===== src/rtl/ff_bank_multimode.sv =====
// ff_bank_multimode: a bank of WIDTH flip-flops that behaves as SR, JK, D or T
// flops, selected per clock edge by 'mode'. It also flags SR S=R=1 conditions
// with a sticky error bit and a saturating counter, and reports whether the
// last enabled edge changed any bit.
module ff_bank_multimode #(
    parameter int unsigned WIDTH    = 8,
    parameter int unsigned CNT_W    = 8,
    parameter int unsigned SR11_POL = 0
) (
    input  logic             clk,
    input  logic             rst,
    input  logic             en,
    input  logic [1:0]       mode,
    input  logic [WIDTH-1:0] a,
    input  logic [WIDTH-1:0] b,
    input  logic             clr_err,
    output logic [WIDTH-1:0] q,
    output logic [WIDTH-1:0] qn,
    output logic             err,
    output logic [CNT_W-1:0] err_cnt,
    output logic             chg
);

    localparam logic [1:0] ModeSr = 2'b00;
    localparam logic [1:0] ModeJk = 2'b01;
    localparam logic [1:0] ModeD  = 2'b10;
    localparam logic [1:0] ModeT  = 2'b11;

    localparam logic [CNT_W-1:0] CntMax = {CNT_W{1'b1}};

    logic [WIDTH-1:0] q_q, q_d, q_next;
    logic             chg_q, chg_d;
    logic             err_q, err_d;
    logic [CNT_W-1:0] cnt_q, cnt_d;
    logic [CNT_W-1:0] cnt_base;
    logic             err_base;
    logic             invalid;

    // Per-bit next state for the selected flip-flop personality.
    always_comb begin
        q_next = q_q;
        for (int i = 0; i < WIDTH; i++) begin
            unique case (mode)
                ModeSr: begin
                    unique case ({a[i], b[i]})
                        2'b00: q_next[i] = q_q[i];
                        2'b10: q_next[i] = 1'b1;
                        2'b01: q_next[i] = 1'b0;
                        2'b11: begin
                            if (SR11_POL == 1) begin
                                q_next[i] = 1'b1;
                            end else if (SR11_POL == 2) begin
                                q_next[i] = 1'b0;
                            end else begin
                                q_next[i] = q_q[i];
                            end
                        end
                        default: q_next[i] = q_q[i];
                    endcase
                end
                ModeJk: begin
                    unique case ({a[i], b[i]})
                        2'b00: q_next[i] = q_q[i];
                        2'b10: q_next[i] = 1'b1;
                        2'b01: q_next[i] = 1'b0;
                        2'b11: q_next[i] = ~q_q[i];
                        default: q_next[i] = q_q[i];
                    endcase
                end
                ModeD: q_next[i] = a[i];
                ModeT: q_next[i] = q_q[i] ^ a[i];
                default: q_next[i] = q_q[i];
            endcase
        end
    end

    // Bank update, change flag and error bookkeeping.
    always_comb begin
        invalid = en && (mode == ModeSr) && (|(a & b));

        q_d   = en ? q_next : q_q;
        // chg reports only enabled edges; a disabled edge reads as "no change".
        chg_d = en ? |(q_next ^ q_q) : 1'b0;

        // Clear first, then count, so clear plus an invalid edge yields 1.
        err_base = clr_err ? 1'b0 : err_q;
        cnt_base = clr_err ? '0 : cnt_q;
        err_d    = err_base;
        cnt_d    = cnt_base;
        if (invalid) begin
            err_d = 1'b1;
            cnt_d = (cnt_base == CntMax) ? cnt_base : cnt_base + 1'b1;
        end
    end

    // State registers with asynchronous reset.
    always_ff @(posedge clk or posedge rst) begin
        if (rst) begin
            q_q   <= '0;
            chg_q <= 1'b0;
            err_q <= 1'b0;
            cnt_q <= '0;
        end else begin
            q_q   <= q_d;
            chg_q <= chg_d;
            err_q <= err_d;
            cnt_q <= cnt_d;
        end
    end

    assign q       = q_q;
    assign qn      = ~q_q;
    assign err     = err_q;
    assign err_cnt = cnt_q;
    assign chg     = chg_q;

endmodule


===== config.mk =====
export PLATFORM = sky130hd
export DESIGN_NAME = ff_bank_multimode
export DESIGN_NICKNAME = d
export VERILOG_FILES = /design/src/rtl/ff_bank_multimode.sv
export SDC_FILE = /design/constraint.sdc
export NUM_CORES = 1
export LEC_CHECK = 0
export CELL_PAD_IN_SITES_DETAIL_PLACEMENT = 1
export CELL_PAD_IN_SITES_GLOBAL_PLACEMENT = 1
export CORE_UTILIZATION = 32
export CTS_CLUSTER_DIAMETER = 30
export DETAILED_ROUTE_END_ITERATION = 6
export PLACE_DENSITY_LB_ADDON = 0.15
export SETUP_SLACK_MARGIN = 0.05
export SLEW_MARGIN = 10
export SYNTH_ARGS = -nofsm -noshare
export SYNTH_HDL_FRONTEND = slang
export SYNTH_SLANG_ARGS = --single-unit

===== constraint.sdc =====
create_clock -name clk -period 1.75 [get_ports clk]
set_input_delay 0.35 -clock clk [delete_from_list [all_inputs] [get_ports clk]]
set_output_delay 0.35 -clock clk [all_outputs]
set_load 0.05 [all_outputs]

# ---- Word level (Yosys, flattened, before mapping)
# Cells that the tools add are included.
dict set report op_classes {
  n_eq_ne 28
  n_reduce_logical 22
  bitwise_logic 19
  n_addsub 1
  n_mux 30
}
# operator count
set op_table {}
lappend op_table {{one-hot mux 1 bit (4 select lines)} 16}
lappend op_table {{== test 2 bit (second input constant)} 18}
lappend op_table {{2-to-1 mux 8 bit} 3}
lappend op_table {{one-hot mux 1 bit (3 select lines)} 8}
lappend op_table {{== test 2 x 1 -> 1 bit (second input constant)} 9}
lappend op_table {{zero test 2 bit} 9}
lappend op_table {{OR reduction 2 bit} 8}
lappend op_table {{OR reduction 8 bit} 2}
lappend op_table {{adder 8 x 1 -> 8 bit (second input constant)} 1}
lappend op_table {{bitwise AND 8 bit} 1}
lappend op_table {{== test 8 bit (second input constant)} 1}
lappend op_table {{inverter 1 bit} 8}
lappend op_table {{inverter 8 bit} 1}
lappend op_table {{XOR 1 bit} 8}
lappend op_table {{XOR 8 bit} 1}
lappend op_table {{2-to-1 mux 1 bit} 3}
lappend op_table {{logical AND 1 bit} 2}
lappend op_table {{nonzero test 2 bit} 1}
dict set report word_totals {
  out_inout_bits 26
  elab_cells 104
  inputBits 22
  register_bits 18
}

# ---- Depth between registers and ports, before layout
# Gate-level depths: netlist (run 1).
dict set report logic_depth {
  ltp_word 7
  mapped_depth 9
  ltp_nobuf 7
}

# ---- Worst setup path after synthesis (run 1)
# Ideal clock, no wire load.
dict set report synth_path {
  kind {reg-to-reg}
  startpoint {reg q_q[7], in the netlist q[7]}
  endpoint {reg chg_q, in the netlist chg}
  t_required_ns 1.621
  path_stages_with_launch 6
  slack_ns -0.617
  path_buffers 1
  setup_time_ns 0.129
  t_arrival_ns 2.238
  period_less_slack_ns 2.367
  path_cell_list {dfrtp_1 > buf_2 > inv_1 > maj3_1 > a2111o_1 > o41a_1}
}
dict set report synth_via {
  elab_chain_len 6
  word_cells_on_any_way 8
  classes_between {mux: 4; bitwise: 3; reduce/logical: 1}
}
# item line_no
set synth_rtl {}
lappend synth_rtl {{start, declared} 31} ;# logic [WIDTH-1:0] q_q, q_d, q_next;
lappend synth_rtl {{start signal, assigned} 104} ;# q_q <= q_d;
lappend synth_rtl {{inverter 1 bit} 66} ;# 2'b11: q_next[i] = ~q_q[i];
lappend synth_rtl {{one-hot mux 1 bit (4 select lines)} 62} ;# unique case ({a[i], b[i]})
lappend synth_rtl {{one-hot mux 1 bit (4 select lines)} 43} ;# unique case (mode)
lappend synth_rtl {{XOR 8 bit (*)} 83} ;# chg_d = en ? |(q_next ^ q_q) : 1'b0;
lappend synth_rtl {{OR reduction 8 bit (*)} 83}
lappend synth_rtl {{2-to-1 mux 1 bit (*)} 83}
lappend synth_rtl {{net chg_d} 32} ;# logic chg_q, chg_d;
lappend synth_rtl {{end signal, assigned} 105} ;# chg_q <= chg_d;
lappend synth_rtl {{end, declared} 32}
# Mark *: on every way through the listed nets, which the timed path passes. The rest lies on a longest branch.
# A chain may end at the register's enable or synchronous reset.

# ---- Worst setup path in the final report (run 1)
dict set report layout_path {
  startpoint {in a[6]}
  endpoint {reg chg_q, in the netlist chg}
}
dict set report layout_via {
  elab_chain_len 7
  word_cells_on_any_way 12
  classes_between {eq/ne: 3; mux: 4; bitwise: 2; reduce/logical: 3}
}
# item line_no
set layout_rtl {}
lappend layout_rtl {{start, declared} 14} ;# input logic [WIDTH-1:0] a,
lappend layout_rtl {{== test 2 bit / zero test 2 bit (equally long branches)} {45, 62}}
lappend layout_rtl {{OR reduction 2 bit (no source line)} --}
lappend layout_rtl {{one-hot mux 1 bit (3 select lines)} 45} ;# unique case ({a[i], b[i]})
lappend layout_rtl {{one-hot mux 1 bit (4 select lines) (*)} 43}
lappend layout_rtl {{XOR 8 bit (*)} 83}
lappend layout_rtl {{OR reduction 8 bit (*)} 83}
lappend layout_rtl {{2-to-1 mux 1 bit (*)} 83}
lappend layout_rtl {{net chg_d} 32}
# Marked as above.

==> impl_metrics.env, run 1 <==
export IMPL_clkSinkCount=18
export IMPL_p_per_area_nw_per_um2=668.3
export IMPL_drtIter0Drc=78
export IMPL_synth_async_sr_flop_share=1.000
export IMPL_setup_tns_ns=0
export IMPL_syn_nets=264
export IMPL_synth_top_family_by_area="compound AO/OA/AOI/OAI gates"
export IMPL_cp_start_kind="input port"
export IMPL_outcome="completed"
export IMPL_ys_warn_count=0
export IMPL_num_vias=2138
export IMPL_cts_made_buffers=3
export IMPL_place_congestion=0.8565
export IMPL_fin_crit_ns=1.738
export IMPL_grtUsageTotal=0.2382
export IMPL_grt_remaining_overflow=0
export IMPL_r2r_slack_ns=0.05
export IMPL_drv_cap=0
export IMPL_multi_input_area_um2=1403
export IMPL_ios=48
export IMPL_grt_pass1_wl_mm=11.12
export IMPL_wl_per_cell_um=17.10
export IMPL_portBuffers=47
export IMPL_maxSlewHeadroom=0.7955
export IMPL_initial_utilization=0.3419
export IMPL_synth_seq_cells=18
export IMPL_netlist_area_um2=1802
export IMPL_cts_path_max_buffers=2
export IMPL_synth_compound_area_share=0.2667
export IMPL_synth_distinct_cells=51
export IMPL_area_delta_synth_final_pct=71.87
export IMPL_synthMuxAreaShare=0.05625
export IMPL_postSynthCellCount=225
export IMPL_cts_hold_buf=0
export IMPL_path_class="in -> reg"
export IMPL_grt_pass1_vias=2304
export IMPL_worstHoldPathType="in -> async"
export IMPL_finalCritPeriodShare=0.9933
export IMPL_drc_errors=0
export IMPL_dp_hpwl_mm=5.220
export IMPL_synth_area_leaders="dfrtp_1 (25%), ha_1 (12%), a21oi_1 (6.7%)"
export IMPL_peakVddDrop_mv=0.3276
export IMPL_avgSynthCellArea_um2=8.008
export IMPL_synth_fa_ha_area_frac=0.1236
export IMPL_required_ns=1.90
export IMPL_fp_row_count=26
export IMPL_drive_gt1_frac=0.4557
export IMPL_leakagePower_nw=1.414
export IMPL_r2r_cells=5
export IMPL_switching_share=0.4159
export IMPL_yosys_area_share_simple=0.1958
export IMPL_synth_ff_type="dfrtp_1"
export IMPL_combPwrFrac=0.584
export IMPL_ant_nets=0
export IMPL_skew_ns=0.004994
export IMPL_antenna_found_initial=0
export IMPL_clockPowerShare=0.175
export IMPL_die_area_um2=5934
export IMPL_vias_per_cell=5.385
export IMPL_cts_tree="yes"
export IMPL_rsz0062_at_grt="true"
export IMPL_synth_top_area_frac=0.2500
export IMPL_cp_max_fo=4
export IMPL_num_antenna_cells=0
export IMPL_worstSetupEndpointType="flop"
export IMPL_grt_max_degree=19
export IMPL_routed_wirelength_mm=6.787
export IMPL_dieHeight_um=77.04
export IMPL_dpl_worst_slack_ns=-0.7183
export IMPL_crit_arrival_ns=1.88
export IMPL_fin_nets=367
export IMPL_fp_dieW_um=77.04
export IMPL_h_tree_depth=1
export IMPL_finalNonFillerCells=397
export IMPL_worstMarginPinSlew_ns=0.3040
export IMPL_clock_latency_ns=0.26
export IMPL_p_int_mw=1.209
export IMPL_core_um2=5270
export IMPL_yosysTopAreaCell="dfrtp_1"
export IMPL_fillCellCount=628
export IMPL_dr_pass1_iters=4
export IMPL_max_freq_mhz=575.3
export IMPL_synth_edff_count=0
export IMPL_cts_clk_slew_worst_paths_ns=0.08
export IMPL_synth_xor_area_frac=0.03403
export IMPL_cts_root_buf="clkbuf_8"
export IMPL_synth_common_cells="a21oi_1 (24), inv_1 (21), dfrtp_1 (18), ha_1 (17), nand2_1 (16)"
export IMPL_setup_viol=0
export IMPL_finalMaxSlewViolations=0
export IMPL_p_sw_uw=860.7
export IMPL_place_inst=390
export IMPL_post_route_worst_setup_slack_ns=0.01172
export IMPL_hold_viol=0
export IMPL_regArea_um2=459.2
export IMPL_yosysSeqAreaShare=0.2500
export IMPL_synth_most_common_cell="a21oi_1"
export IMPL_pwr_share_seq=0.241
[state kept, by name (all words and copies together), names as in the netlist]
signal,count
err,1
err_cnt,8
q,8
chg,1
[stage by stage]
step | utilization | power, mW | cell area (um2) | hold WS (ns)
2_1_floorplan | - | 1.088 | 1862 | 0.2881
3_3_place_gp | 0.5503 | 1.645 | 2900 | 0.4692
5_1_grt | 0.5876 | 2.177 | 3097 | 0.4450
3_5_place_dp | 0.5503 | 1.667 | 2900 | 0.4709
6_report | 0.5876 | 2.070 | 3097 | 0.4050
4_1_cts | 0.5798 | 2.066 | 3055 | 0.4257
[layout by cell type (no fill, tap or decap), types with 3 or more instances in the layout]
cell | Yosys | routed
nand2b_1 | 9 | 9
nor4_1 | 5 | 3
inv_1 | 21 | 12
buf_4 | 0 | 74
a31oi_1 | 5 | 5
inv_2 | 0 | 4
and3_1 | 3 | 3
dfrtp_2 | 0 | 7
ha_1 | 17 | 9
clkinvlp_4 | 0 | 5
nand2_1 | 16 | 16
o211ai_1 | 5 | 5
dlygate4sd2_1 | 0 | 9
a21o_1 | 3 | 3
mux2_2 | 5 | 4
nor3_1 | 3 | 3
nor2b_1 | 6 | 4
clkbuf_8 | 0 | 4
dfrtp_1 | 18 | 11
nand3_1 | 6 | 6
clkdlybuf4s15_2 | 0 | 3
a211oi_1 | 3 | 3
buf_12 | 0 | 13
xor2_1 | 5 | 4
a21oi_1 | 24 | 23
nor2_1 | 11 | 10
buf_2 | 4 | 5
mux2i_1 | 3 | 3
o22ai_1 | 4 | 3
ha_4 | 0 | 7
o21ai_0 | 12 | 11
[final cells by class]
type | instances | share of cell area
inverters | 21 | 0.03152
well taps | 70 | 0.02828
repair buffers | 109 | 0.3212
flip-flops and latches | 18 | 0.1483
multi-input cells | 175 | 0.4529
clock buffers | 4 | 0.01778
[layer usage]
layer	global-route usage	vias to the layer above	share of wire
met5	0	-	0
met4	0.08868	0	0.023
met3	0.03810	15	0.047
met2	0.4464	72	0.54
met1	0.2677	1032	0.39
li1	-	1019	-
[critical path, cell delays in order]
cell and delay, ns:
clkdlybuf4s15_2 0.23, inv_1 0.09, ha_4 0.27, inv_1 0.05, a31oi_1 0.17, o22ai_1 0.12, a2111o_1 0.29, o41a_1 0.32
[final timing paths]
kind | from | endpoint
max in group asynchronous | rst | q[1]$_DFFE_PP0P_
hold / removal | rst | q[2]$_DFFE_PP0P_
hold reg to reg | err$_DFFE_PP0P_ | err$_DFFE_PP0P_
setup reg to reg | q[7]$_DFFE_PP0P_ | chg$_DFF_PP0_
min in group clk | err$_DFFE_PP0P_ | err$_DFFE_PP0P_
setup / recovery | a[6] | chg$_DFF_PP0_
[cell families after synthesis]
group	after synthesis
muxes	9
AOI/OAI and AO/OA	74
and+or+nand+nor	67
DFF	18
xor gates and xnor gates	7
buffers and inverters	32
adders and majority gates	18
[repair_timing]
item                       CTS  global route
pin swaps                   12             7
gates resized for setup     64            10
setup endpoints to repair   18             7
setup buffers                3             1
[power groups by stage]
stage | Sequential [mW] | Combinational [mW] | Clock (mW)
final | 0.498 | 1.21 | 0.362
after global routing | 0.503 | 1.28 | 0.391
after CTS | 0.498 | 1.19 | 0.373
after detailed placement | 0.505 | 1.16 | 0
after global placement | 0.503 | 1.14 | 0
after floorplan | 0.652 | 0.436 | 0
Note: power is estimated with default switching activity, not from simulation.
==> run 2, diff against run 1 <==
--- a/config.mk
+++ b/config.mk
@@ -5,6 +5,7 @@
 export SDC_FILE = /design/constraint.sdc
 export NUM_CORES = 1
 export LEC_CHECK = 0
+export CAP_MARGIN = 30
 export CELL_PAD_IN_SITES_DETAIL_PLACEMENT = 1
 export CELL_PAD_IN_SITES_GLOBAL_PLACEMENT = 1
 export CORE_UTILIZATION = 32
==> results of run 2 <==
Final layout, timing and power as in run 1 (identical DEF).
==> run 3, diff against run 2 <==
--- a/config.mk
+++ b/config.mk
@@ -10,6 +10,7 @@
 export CELL_PAD_IN_SITES_GLOBAL_PLACEMENT = 1
 export CORE_UTILIZATION = 32
 export CTS_CLUSTER_DIAMETER = 30
+export CTS_CLUSTER_SIZE = 28
 export DETAILED_ROUTE_END_ITERATION = 6
 export PLACE_DENSITY_LB_ADDON = 0.15
 export SETUP_SLACK_MARGIN = 0.05
==> results of run 3 <==
Final layout, timing and power as in run 1 (identical DEF).
